## src/rtl/interrupt_controller.sv

```systemverilog
// -----------------------------------------------------------------------------
// interrupt_controller
//
// Eight-source, rising-edge triggered interrupt controller with fixed priority
// (bit 0 highest). It presents one request at a time to the hazard control
// unit, waits for the acknowledge state, and then stays in service until a
// return-from-interrupt pulse. All registers change on the falling clock edge
// so that they line up with the pipeline control FSM.
//
// Ports
//   clock                    : single clock, registers update on falling edge
//   nreset                   : asynchronous active-low reset
//   irq_in[7:0]              : interrupt sources, rising-edge triggered
//   control_state[3:0]       : hazard control state, 4'h2 = interrupt accepted
//   reti                     : one-cycle return-from-interrupt pulse
//   cfg_we                   : config write strobe
//   cfg_addr[1:0]            : config register select
//   cfg_wdata[15:0]          : config write data
//   cfg_rdata[15:0]          : combinational read of the selected register
//   interrupt                : request to the hazard control unit
//   interrupt_vector_address : handler address, valid while interrupt=1
//   in_service               : handler executing
//   active_id[2:0]           : latched source index
//
// Config map
//   0 : mask[7:0]                        (R/W)
//   1 : vec_base[13:0]                   (R/W)
//   2 : pending[7:0]                     (read, write-1-to-clear)
//   3 : {ie[15], in_service[14], id[2:0]} (read, bit 15 writes ie)
// -----------------------------------------------------------------------------
module interrupt_controller (
    input  logic        clock,
    input  logic        nreset,
    input  logic [7:0]  irq_in,
    input  logic [3:0]  control_state,
    input  logic        reti,
    input  logic        cfg_we,
    input  logic [1:0]  cfg_addr,
    input  logic [15:0] cfg_wdata,
    output logic [15:0] cfg_rdata,
    output logic        interrupt,
    output logic [13:0] interrupt_vector_address,
    output logic        in_service,
    output logic [2:0]  active_id
);

    typedef enum logic [1:0] {
        IDLE    = 2'd0,
        REQUEST = 2'd1,
        SERVICE = 2'd2
    } ctrlState_t;

    localparam logic [3:0] ACCEPT_STATE = 4'h2;

    ctrlState_t  state_q, state_d;
    logic [7:0]  irqPrev_q;
    logic [7:0]  pending_q, pending_d;
    logic [7:0]  mask_q, mask_d;
    logic [13:0] vecBase_q, vecBase_d;
    logic        ie_q, ie_d;
    logic [2:0]  activeId_q, activeId_d;
    logic [13:0] vector_q, vector_d;

    logic [7:0]  eligible;
    logic        anyEligible;
    logic [2:0]  winnerId;
    logic [7:0]  risingEdges;
    logic        ackNow;

    assign risingEdges = irq_in & ~irqPrev_q;
    assign eligible    = pending_q & mask_q;
    assign anyEligible = |eligible;
    assign ackNow      = (state_q == REQUEST) && (control_state == ACCEPT_STATE);

    // Fixed priority encoder: scanning from the top down leaves the lowest
    // set index as the final assignment, so bit 0 wins.
    always_comb begin
        winnerId = 3'd0;
        for (int i = 7; i >= 0; i--) begin
            if (eligible[i]) begin
                winnerId = 3'(i);
            end
        end
    end

    // Next-state and register update logic. Config writes are applied first,
    // FSM side effects override them, and new source edges are OR-ed in last
    // so that a set always wins over a same-cycle clear. The vector is
    // captured when the request is raised so it stays stable even if
    // vec_base is rewritten while the request is outstanding.
    always_comb begin
        state_d    = state_q;
        pending_d  = pending_q;
        mask_d     = mask_q;
        vecBase_d  = vecBase_q;
        ie_d       = ie_q;
        activeId_d = activeId_q;
        vector_d   = vector_q;

        if (cfg_we) begin
            case (cfg_addr)
                2'd0:    mask_d    = cfg_wdata[7:0];
                2'd1:    vecBase_d = cfg_wdata[13:0];
                2'd2:    pending_d = pending_q & ~cfg_wdata[7:0];
                default: ie_d      = cfg_wdata[15];
            endcase
        end

        case (state_q)
            IDLE: begin
                if (ie_q && anyEligible) begin
                    activeId_d = winnerId;
                    vector_d   = vecBase_q + {9'd0, winnerId, 2'b00};
                    state_d    = REQUEST;
                end
            end
            REQUEST: begin
                if (ackNow) begin
                    pending_d[activeId_q] = 1'b0;
                    ie_d                  = 1'b0;
                    state_d               = SERVICE;
                end
            end
            SERVICE: begin
                if (reti) begin
                    ie_d    = 1'b1;
                    state_d = IDLE;
                end
            end
            default: state_d = IDLE;
        endcase

        pending_d = pending_d | risingEdges;
    end

    // State register, falling-edge clocked with asynchronous reset so that
    // interrupt and in_service drop the moment nreset goes low.
    always_ff @(negedge clock or negedge nreset) begin
        if (!nreset) begin
            state_q    <= IDLE;
            irqPrev_q  <= 8'd0;
            pending_q  <= 8'd0;
            mask_q     <= 8'd0;
            vecBase_q  <= 14'd0;
            ie_q       <= 1'b0;
            activeId_q <= 3'd0;
            vector_q   <= 14'd0;
        end else begin
            state_q    <= state_d;
            irqPrev_q  <= irq_in;
            pending_q  <= pending_d;
            mask_q     <= mask_d;
            vecBase_q  <= vecBase_d;
            ie_q       <= ie_d;
            activeId_q <= activeId_d;
            vector_q   <= vector_d;
        end
    end

    // Outputs decode straight from the state register.
    assign interrupt                = (state_q == REQUEST);
    assign in_service               = (state_q == SERVICE);
    assign active_id                = activeId_q;
    assign interrupt_vector_address = interrupt ? vector_q : 14'd0;

    // Config read mux; unused bits read as zero.
    always_comb begin
        cfg_rdata = 16'd0;
        case (cfg_addr)
            2'd0:    cfg_rdata = {8'd0, mask_q};
            2'd1:    cfg_rdata = {2'd0, vecBase_q};
            2'd2:    cfg_rdata = {8'd0, pending_q};
            default: cfg_rdata = {ie_q, in_service, 11'd0, activeId_q};
        endcase
    end

endmodule

```

## config.mk

```make
export PLATFORM = sky130hd
export DESIGN_NAME = interrupt_controller
export DESIGN_NICKNAME = d
export VERILOG_FILES = /design/src/rtl/interrupt_controller.sv
export SDC_FILE = /design/constraint.sdc
export NUM_CORES = 1
export LEC_CHECK = 0
export BUFFER_PORTS_ARGS = -buffer_cell sky130_fd_sc_hd__buf_4
export CAP_MARGIN = 20
export CORE_MARGIN = 2
export CORE_UTILIZATION = 40
export DETAILED_ROUTE_END_ITERATION = 8
export GPL_TIMING_DRIVEN = 0
export MAX_ROUTING_LAYER = met4
export PLACE_DENSITY_LB_ADDON = 0.12
export SYNTH_ARGS = -nofsm -noshare
export SYNTH_HDL_FRONTEND = slang
export SYNTH_SLANG_ARGS = --single-unit
```

## constraint.sdc

```tcl
create_clock -name clock -period 3.05 [get_ports clock]
set_input_delay 0.1525 -clock clock [delete_from_list [all_inputs] [get_ports clock]]
set_output_delay 0.1525 -clock clock [all_outputs]
set_load 0.005 [all_outputs]
```

**After elaboration in Yosys (flattened, before gate mapping)**

Index checks and enable logic that the tools add are counted.

- Flip-flop bits (word level): 58
- Latch bits: 0
- RAM bits: 0
- Memory bits (read-only): 0
- Input port bits: 34
- Output and inout bits: 35
- Word-level logic and storage cells: 63
- Memories: 0

- Add/sub/neg operators: 1
- Multiply operators: 0
- Divide/modulo/power cells: 0
- $lt $le $gt $ge: 2
- Equal/unequal tests: 8
- Shift operators: 0
- Muxes and demuxes: 25
- Bitwise gates (word level): 8
- Reduce and logical (&&, ||, !) cells: 11

Operator list:

| operator | number |
|---|---|
| $pmux W16 S3 | 1 |
| $and A8 B8 Y8 | 4 |
| $mux W8 | 4 |
| $mux W3 | 8 |
| $not A8 Y8 | 3 |
| $add A14 B5 Y14 | 1 |
| $mux W14 | 1 |
| $or A8 B8 Y8 | 1 |
| $reduce_or A8 Y1 | 1 |
| $mux W2 | 3 |
| $pmux W2 S3 | 1 |
| $reduce_and A2 Y1 | 3 |
| $mux W1 | 5 |
| $eq A2 B1 Y1 const B | 2 |
| $eq A2 B2 Y1 const B | 2 |
| $eq A4 B2 Y1 const B | 1 |
| $logic_not A2 Y1 | 2 |
| $lt A3 B4 Y1 const B | 1 |
| $ne A2 B2 Y1 const B | 2 |
| $demux W1 S3 | 1 |
| $ge A3 B1 Y1 const B | 1 |
| $logic_and A1 B1 Y1 | 3 |
| $reduce_and A3 Y1 | 1 |
| $reduce_or A3 Y1 | 1 |
| other kinds (2) | 2 |

**Longest topological paths before layout**

Gate-level depths: netlist of the first run.

- Depth in word-level cells: 10
- Mapped depth: 11
- Mapped depth without buffers: 11

==> results of run 1 <==
layout make-up:
class	count	share of cell area, %
inverters	17	1.524
plain buffers	10	1.524
clock inverters	5	2.391
flip-flops and latches	58	34.67
well taps	99	2.959
multi-input cells	199	36.52
repair buffers	84	16.80
clock buffers	11	3.616
flip-flops by register name, summed over array words and instances, names as in the netlist:
name / cells
vecBase_q: 14
ie_q: 1
pending_q: 8
active_id: 3
state_q: 2
irqPrev_q: 8
vector_q: 14
mask_q: 8
kinds of logic after synthesis:
logic type	synth area share [%]
AO/OA/AOI/OAI	13.12
XOR/XNOR	2.878
adder cells (fa/ha/maj)	3.125
multiplexers	13.45
buffers and inverters	4.276
flip-flops	47.70
AND/OR/NAND/NOR	15.46
timing repair:
item,CTS,global route
pin swaps,1,0
resized for setup,41,4
cloned,1,0
hold buffers,0,0
buffers inserted,9,8
setup endpoints to repair,18,19
power groups by stage:
stage	combinational, uW	sequential [uW]	clock, uW
after floorplan	578	1100	0
after global placement	879	1150	0
after detailed placement	897	1160	0
after CTS	1120	1130	912
final	1170	1120	902
after global routing	1300	1140	951
layer usage:
| layer | share of wire (%) | vias up | wire, um |
|---|---|---|---|
| met2 | 47 | 70 | 3543 |
| met5 | 0 | - | 0 |
| met4 | 0.78 | 0 | 59 |
| li1 | - | 1195 | - |
| met3 | 4.9 | 5 | 370 |
| met1 | 47 | 1185 | 3584 |
worst max path at each step:
stage,endpoint,slack (ns),depth (start not counted)
floorplan,state_q[1]$_DFFE_NN0P_,0.006,4
global placement,interrupt_vector_address[12],-0.29,6
detailed placement,interrupt_vector_address[7],-0.30,6
CTS,interrupt_vector_address[7],-0.10,6
global route,interrupt_vector_address[7],-0.06,5
finish,interrupt_vector_address[7],-0.02,5
synth_stat cells, drive strengths merged (2+ instances only):
| cell type | count | area share (%) |
|---|---|---|
| a21oi | 6 | 1.1 |
| a22o | 2 | 0.62 |
| a22oi | 4 | 0.99 |
| a32o | 6 | 2.0 |
| a41o | 2 | 0.66 |
| and2 | 20 | 4.1 |
| and3 | 4 | 0.82 |
| buf | 6 | 1.2 |
| clkbuf | 5 | 0.66 |
| dfrtn | 58 | 48 |
| ha | 6 | 2.5 |
| inv | 17 | 2.1 |
| mux2 | 25 | 9.3 |
| mux2i | 6 | 2.0 |
| mux4 | 3 | 2.2 |
| nand2 | 47 | 5.8 |
| nand3 | 9 | 1.5 |
| nand4 | 2 | 0.41 |
| nor2b | 2 | 0.41 |
| nor3b | 2 | 1.0 |
| o2111ai | 2 | 0.58 |
| o21ai | 24 | 3.9 |
| o311ai | 4 | 1.2 |
| xnor2 | 4 | 1.2 |
| xor2 | 6 | 1.7 |
through the flow:
stage                     setup WS, ns  instances  hold slack [ns]  instance area, sq um  setup TNS (ns)
after floorplan               0.005939        286           0.3530                  3050               0
after global placement         -0.2870        451           0.3571                  3670          -5.424
after detailed placement       -0.3028        451           0.3688                  3670          -5.820
after CTS                      -0.1024        476           0.3691                  4125          -1.313
after global routing          -0.06144        483           0.3930                  4187         -0.8019
final                         -0.01577        483           0.3631                  4187         -0.1658
cells in the final DEF, fill, tap and decap left out, types with 2 or more instances in the layout:
master / n
sky130_fd_sc_hd__a21oi_1: 5
sky130_fd_sc_hd__a22oi_1: 4
sky130_fd_sc_hd__a32o_1: 6
sky130_fd_sc_hd__a41o_1: 2
sky130_fd_sc_hd__and2_1: 6
sky130_fd_sc_hd__and2_4: 14
sky130_fd_sc_hd__and3_1: 4
sky130_fd_sc_hd__buf_2: 5
sky130_fd_sc_hd__buf_4: 68
sky130_fd_sc_hd__buf_6: 15
sky130_fd_sc_hd__buf_8: 2
sky130_fd_sc_hd__bufinv_16: 3
sky130_fd_sc_hd__clkbuf_1: 2
sky130_fd_sc_hd__clkbuf_8: 11
sky130_fd_sc_hd__clkinv_2: 2
sky130_fd_sc_hd__dfrtn_1: 58
sky130_fd_sc_hd__ha_1: 4
sky130_fd_sc_hd__ha_4: 2
sky130_fd_sc_hd__inv_1: 15
sky130_fd_sc_hd__inv_2: 2
sky130_fd_sc_hd__mux2_2: 24
sky130_fd_sc_hd__mux2i_1: 6
sky130_fd_sc_hd__mux4_2: 3
sky130_fd_sc_hd__nand2_1: 47
sky130_fd_sc_hd__nand3_1: 9
sky130_fd_sc_hd__nand4_1: 2
sky130_fd_sc_hd__nor2b_1: 2
sky130_fd_sc_hd__o2111ai_1: 2
sky130_fd_sc_hd__o21ai_0: 24
sky130_fd_sc_hd__o311ai_0: 4
sky130_fd_sc_hd__xnor2_1: 4
sky130_fd_sc_hd__xor2_1: 6
critical path, stage by stage (launching register included):
cell	delay, ns
sky130_fd_sc_hd__dfrtn_1	0.42
sky130_fd_sc_hd__inv_2	0.06
sky130_fd_sc_hd__ha_4	0.20
sky130_fd_sc_hd__buf_8	0.14
sky130_fd_sc_hd__and2_4	0.13
sky130_fd_sc_hd__buf_6	0.11
==> results.md, run 1 <==
- Capture point of the worst reg-to-reg path: vector_q[5]$_DFFE_NN0P_
- Initial antenna violation count: 0
- Gp weighted congestion: 0.7818
- Outcome: finished, violations left
- Min-delay src: irqPrev_q[6]$_DFF_NN0_
- Routed Antenna Nets: 0
- Total power consumption of the routed design: 3191 uW
- Endpoint with the worst hold slack: pending_q[6]$_DFF_NN0_
- Final Hold Violating Endpoints: 0
- Startpoint of the lowest-slack register-to-register path: pending_q[1]$_DFF_NN0_
- Type of origin of the critical path: flop
- Instance count of the mapped netlist: 286
- Fin nets: 420
- Hold Path Class: reg -> reg
- Data arrival time of the worst path: 2.91 ns
- Final setup margin: -0.01577 ns
- Finish-stage setup viols: 14
- Global-route wire length before repair: 12,120 um
- Clock group share of total power: 28.3%
- Fraction of registers with async set or reset after synthesis: 100.0%
- Combined global-route utilization of all metal layers: 19.27%
- Setup clock skew after layout: 0.004264 ns
- Power density over the cells: 762.2 nW/um^2
- Worst skew pair latency: 0.33 ns
- Unrepaired setup endpoints after global routing: true
- Busiest grt layer: met2
- Count of port buffers added during placement: 66
- Length in cells of the worst reg-to-reg path: 9
- Antenna diodes: 0
- Path type of the worst setup path: reg -> out
- Cell-internal power: 2198 uW
- Number of flip-flops and latches in the synthesized netlist: 58
- Most used flip-flop cell after synthesis: sky130_fd_sc_hd__dfrtn_1
- Sw Ratio: 31.12%
- Number of clock sinks seen by CTS: 58
- Ports: 69
- Root Driver: sky130_fd_sc_hd__clkbuf_8
- Leakage component of the power: 0.001949 uW
- Met1 track demand over resource: 25.66%
- Fraction of final layout cells sized beyond drive strength 1: 41.41%
- Nets in the synthesized netlist: 327
- WL final: 7557 um
- GRT Residual Overflow: 0
- Reported max-cap violation count: 0
- Met2 global-route usage: 29.20%
- Met3 routing resource usage after global routing: 4.481%
- Pin count of the biggest net entering global routing: 59
- Number of levels the H-tree was split into: 3
- Area of the multi-input gates: 1529 sq um
- Placeable Area: 7292 sq um
- Switching power: 993.1 uW
- Sequential share of the synthesized area: 47.70%
- Initial Util: 41.73%
- Die Span Y: 91.22 um
- Worst path required time: 2.90 ns
- Number of enable flip-flop cells after synthesis: 0
- Highest net fanout along the worst path: 5
- Clock-pin slew on the worst setup and hold paths: 0.05 ns
- Post-route DRC violation count: 0
- Number of unique standard cell types used by synthesis: 45
- Average wire per cell in the routed design: 15.65 um
- Setup slack of the worst register-to-register path: 0.44 ns
- Utilization after layout: 57.41%
- TritonCTS Buffers: 9
- Register area: 1451 sq um
- Vias: 2,455
- Kind of capture point of the worst setup path: primary output
- CTS tree: yes
- Tightest Pin Transition: 0.7471 ns
- DPL Wire Length: 5450 um
- Area growth from synthesis to layout: 37.58%
- Sequential fraction of design power: 35.0%
- Hold-critical path depth: 1
- Final-report max-slew violation count: 0
- DRT iter0 DRCs: 88
- Number of core rows: 31
- Worst vdd rail ir drop: 0.4516 mV
- Count of warnings emitted by yosys: 0
- Via count of the first global-routing pass: 2,424
- Tightest slew margin relative to the limit: 50.20%
- Per-instance average area after synthesis: 10.64 sq um
- Netlist area before placement: 3043 sq um
- Maximum clock path buffer count: 2
- Crit. Startpoint: state_q[1]$_DFFE_NN0P_
- Via count normalized by instance count: 5.083
- Failing checks: negative setup slack
- Layout filler cell count: 687
- Die Width: 91.22 um
- Die area: 8321 sq um
- Count of TritonRoute iterations in the first routing pass: 6
- Relative contribution of combinational cells to total power: 36.7%
No activity file was read; power rests on OpenSTA's default activity.
==> run 2, diff against run 1 <==
Settings changed: CTS_CLUSTER_SIZE set to 16, PLACE_DENSITY set to 0.6, PLACE_DENSITY_LB_ADDON 0.12 to not set.
==> results.md, run 2 (synthesized netlist as in run 1, its figures left out) <==
- Via count normalized by instance count: 5.137 (was 5.083)
- Data arrival time of the worst path: 2.92 ns (was 2.91 ns)
- DPL Wire Length: 5467 um (was 5450 um)
- Failing checks: negative setup slack (unchanged)
- WL final: 7456 um (was 7557 um)
- Die area: 8321 sq um (unchanged)
- Critical path's largest stage delay: 0.44 ns (was 0.42 ns)
- Length in cells of the worst reg-to-reg path: 9 (unchanged)
- Worst skew pair latency: 0.32 ns (was 0.33 ns)
- Most common cell after layout, fill and taps aside: sky130_fd_sc_hd__buf_4 (unchanged)
- Leakage component of the power: 0.001929 uW (was 0.001949 uW)
- Number of clock sinks seen by CTS: 58 (unchanged)
- Capture point of the worst reg-to-reg path: vector_q[5]$_DFFE_NN0P_ (unchanged)
- Power density over the cells: 725.8 nW/um^2 (was 762.2 nW/um^2)
- Count of port buffers added during placement: 66 (unchanged)
- Type of origin of the critical path: flop (unchanged)
- Maximum clock path buffer count: 2 (unchanged)
- Slowest CP cell: sky130_fd_sc_hd__dfrtn_1 (unchanged)
- Sw Ratio: 31.93% (was 31.12%)
- Worst setup path endpoint: interrupt_vector_address[3] (was interrupt_vector_address[7])
- Die Span Y: 91.22 um (unchanged)
- Root Driver: sky130_fd_sc_hd__clkbuf_8 (unchanged)
- Initial antenna violation count: 0 (unchanged)
- Vias: 2,481 (was 2,455)
- Final setup margin: -0.02476 ns (was -0.01577 ns)
- Fraction of final layout cells sized beyond drive strength 1: 41.41% (unchanged)
- Combined global-route utilization of all metal layers: 19.59% (was 19.27%)
- Sequential fraction of design power: 37.5% (was 35.0%)
- Highest net fanout along the worst path: 6 (was 5)
- Gp weighted congestion: 0.8014 (was 0.7818)
- Crit. Startpoint: state_q[1]$_DFFE_NN0P_ (unchanged)
- Tightest slew margin relative to the limit: 50.45% (was 50.20%)
- Setup slack of the worst register-to-register path: 0.44 ns (about the same)
- Hold Path Class: reg -> reg (unchanged)
- Final-report max-slew violation count: 0 (unchanged)
- Min-delay src: irqPrev_q[6]$_DFF_NN0_ (unchanged)
- GRT Residual Overflow: 0 (unchanged)
- Switching power: 959.6 uW (was 993.1 uW)
- TritonCTS Buffers: 9 (unchanged)
- CTS tree: yes (unchanged)
- Die Width: 91.22 um (unchanged)
- Fin nets: 421 (was 420)
- Relative contribution of combinational cells to total power: 38.2% (was 36.7%)
- Total stage count of the critical path: 5 (unchanged)
- Outcome: finished, violations left (unchanged)
- Reported max-cap violation count: 0 (unchanged)
- Routed Antenna Nets: 0 (unchanged)
- Worst path required time: 2.90 ns (about the same)
- Path type of the worst setup path: reg -> out (unchanged)
- Antenna diodes: 0 (unchanged)
- Final Hold Violating Endpoints: 0 (unchanged)
- Number of core rows: 31 (unchanged)
- Unrepaired setup endpoints after global routing: true (unchanged)
- Count of TritonRoute iterations in the first routing pass: 4 (was 6)
- Total power consumption of the routed design: 3005 uW (was 3191 uW)
- Family with the most delay on the worst path: flip-flops (unchanged)
- DRT iter0 DRCs: 162 (was 88)
- Clock group share of total power: 24.3% (was 28.3%)
- Number of levels the H-tree was split into: 3 (unchanged)
- Count of buffer and inverter cells on the critical path: 3 (unchanged)
- Startpoint of the lowest-slack register-to-register path: mask_q[1]$_DFFE_NN0P_ (was pending_q[1]$_DFF_NN0_)
- Finish-stage setup viols: 13 (was 14)
- Pin count of the biggest net entering global routing: 59 (unchanged)
- Worst Setup Slack post-DPL: -0.3482 ns (was -0.3028 ns)
- Cells along the critical path: inv_2, ha_4, buf_8, and2_4, buf_6 (unchanged)
- Leading cell types in the layout, fill and taps excluded: sky130_fd_sc_hd__buf_4 (71), sky130_fd_sc_hd__dfrtn_1 (58), sky130_fd_sc_hd__nand2_1 (47) (was sky130_fd_sc_hd__buf_4 (68), sky130_fd_sc_hd__dfrtn_1 (58), sky130_fd_sc_hd__nand2_1 (47))
- Registers with the most flip-flops: vecBase_q (14), vector_q (14) (unchanged)
- Post-route DRC violation count: 0 (unchanged)
- Area growth from synthesis to layout: 36.06% (was 37.58%)
- Kind of capture point of the worst setup path: primary output (unchanged)
- Global-route wire length before repair: 12,360 um (was 12,120 um)
- Placeable Area: 7292 sq um (unchanged)
- Ports: 69 (unchanged)
- Clock-pin slew on the worst setup and hold paths: 0.05 ns (about the same)
- Average wire per cell in the routed design: 15.44 um (was 15.65 um)
- Setup clock skew after layout: 0.005865 ns (was 0.004264 ns)
- Cell-internal power: 2046 uW (was 2198 uW)
- Tightest Pin Transition: 0.7432 ns (was 0.7471 ns)
- Worst vdd rail ir drop: 0.4053 mV (was 0.4516 mV)
- Via count of the first global-routing pass: 2,424 (unchanged)
- Initial Util: 41.73% (unchanged)
## run 2: cell count changes in the layout (fill, tap and decap cells not counted), sizes merged
cell    delta
clkbuf     +1
clkinv     -1
bufinv     -2
buf        +2
## run 2: worst min path at each step
stage / end / slack, ns / depth (start not counted)
after floorplan: pending_q[4]$_DFF_NN0_ / 0.35 / 1
after global placement: pending_q[6]$_DFF_NN0_ / 0.36 / 1
after detailed placement: pending_q[6]$_DFF_NN0_ / 0.37 / 1
after CTS: pending_q[6]$_DFF_NN0_ / 0.37 / 1
after global routing: pending_q[7]$_DFF_NN0_ / 0.39 / 1
final: pending_q[6]$_DFF_NN0_ / 0.36 / 1
## run 2: routing by layer
metal  vias up  global-route usage, %  wire (um)
li1       1198                      -          -
met1      1196                  27.79       3587
met2        79                  28.15       3417
met3         8                  3.320        367
met4         0                  7.576         84
met5         -                      -          0
## run 2: stage by stage
| stage | util [%] | TNS [ns] | hold WS [ns] | instances | instance area, sq um |
|---|---|---|---|---|---|
| 2_1_floorplan | - | 0 | 0.3530 | 286 | 3050 |
| 3_3_place_gp | 50.33 | -5.457 | 0.3594 | 451 | 3670 |
| 3_5_place_dp | 50.33 | -6.184 | 0.3693 | 451 | 3670 |
| 4_1_cts | 55.71 | -1.342 | 0.3698 | 475 | 4063 |
| 5_1_grt | 56.78 | -0.7805 | 0.3857 | 483 | 4140 |
| 6_report | 56.78 | -0.2329 | 0.3627 | 483 | 4140 |
## run 2: worst reg2reg max path: stages (launching register included)
cell and delay, ns:
sky130_fd_sc_hd__dfrtn_1 0.38, sky130_fd_sc_hd__buf_4 0.15, sky130_fd_sc_hd__a22oi_1 0.39, sky130_fd_sc_hd__nand2_1 0.09, sky130_fd_sc_hd__a21oi_1 0.19, sky130_fd_sc_hd__ha_1 0.31
sky130_fd_sc_hd__a21oi_1 0.40, sky130_fd_sc_hd__nand2_1 0.12, sky130_fd_sc_hd__xor2_1 0.17, sky130_fd_sc_hd__mux2_2 0.27
## run 2: area by class of cell
class / count / area (sq um)
Tap cell: 99 / 123.9
Clock inverter: 2 / 35.03
Fill cell: 675 / 3152
Sequential cell: 58 / 1451
Timing Repair Buffer: 86 / 705.7
Buffer: 9 / 60.06
Clock buffer: 13 / 168.9
Multi-Input combinational cell: 199 / 1531
Inverter: 17 / 63.81
## run 2: power by group through the flow
stage	Sequential [uW]	Combinational (uW)	Clock, uW
after floorplan	1100	578	0
after global placement	1150	882	0
after detailed placement	1160	902	0
after CTS	1120	1100	743
after global routing	1150	1280	781
final	1130	1150	729
## run 2: timing repair
item	4_1_cts	5_1_grt
hold buffers	0	0
pin swaps	1	0
buffers inserted	9	11
gates cloned	1	0
gates resized for setup	40	5
endpoints found under the setup margin	18	20
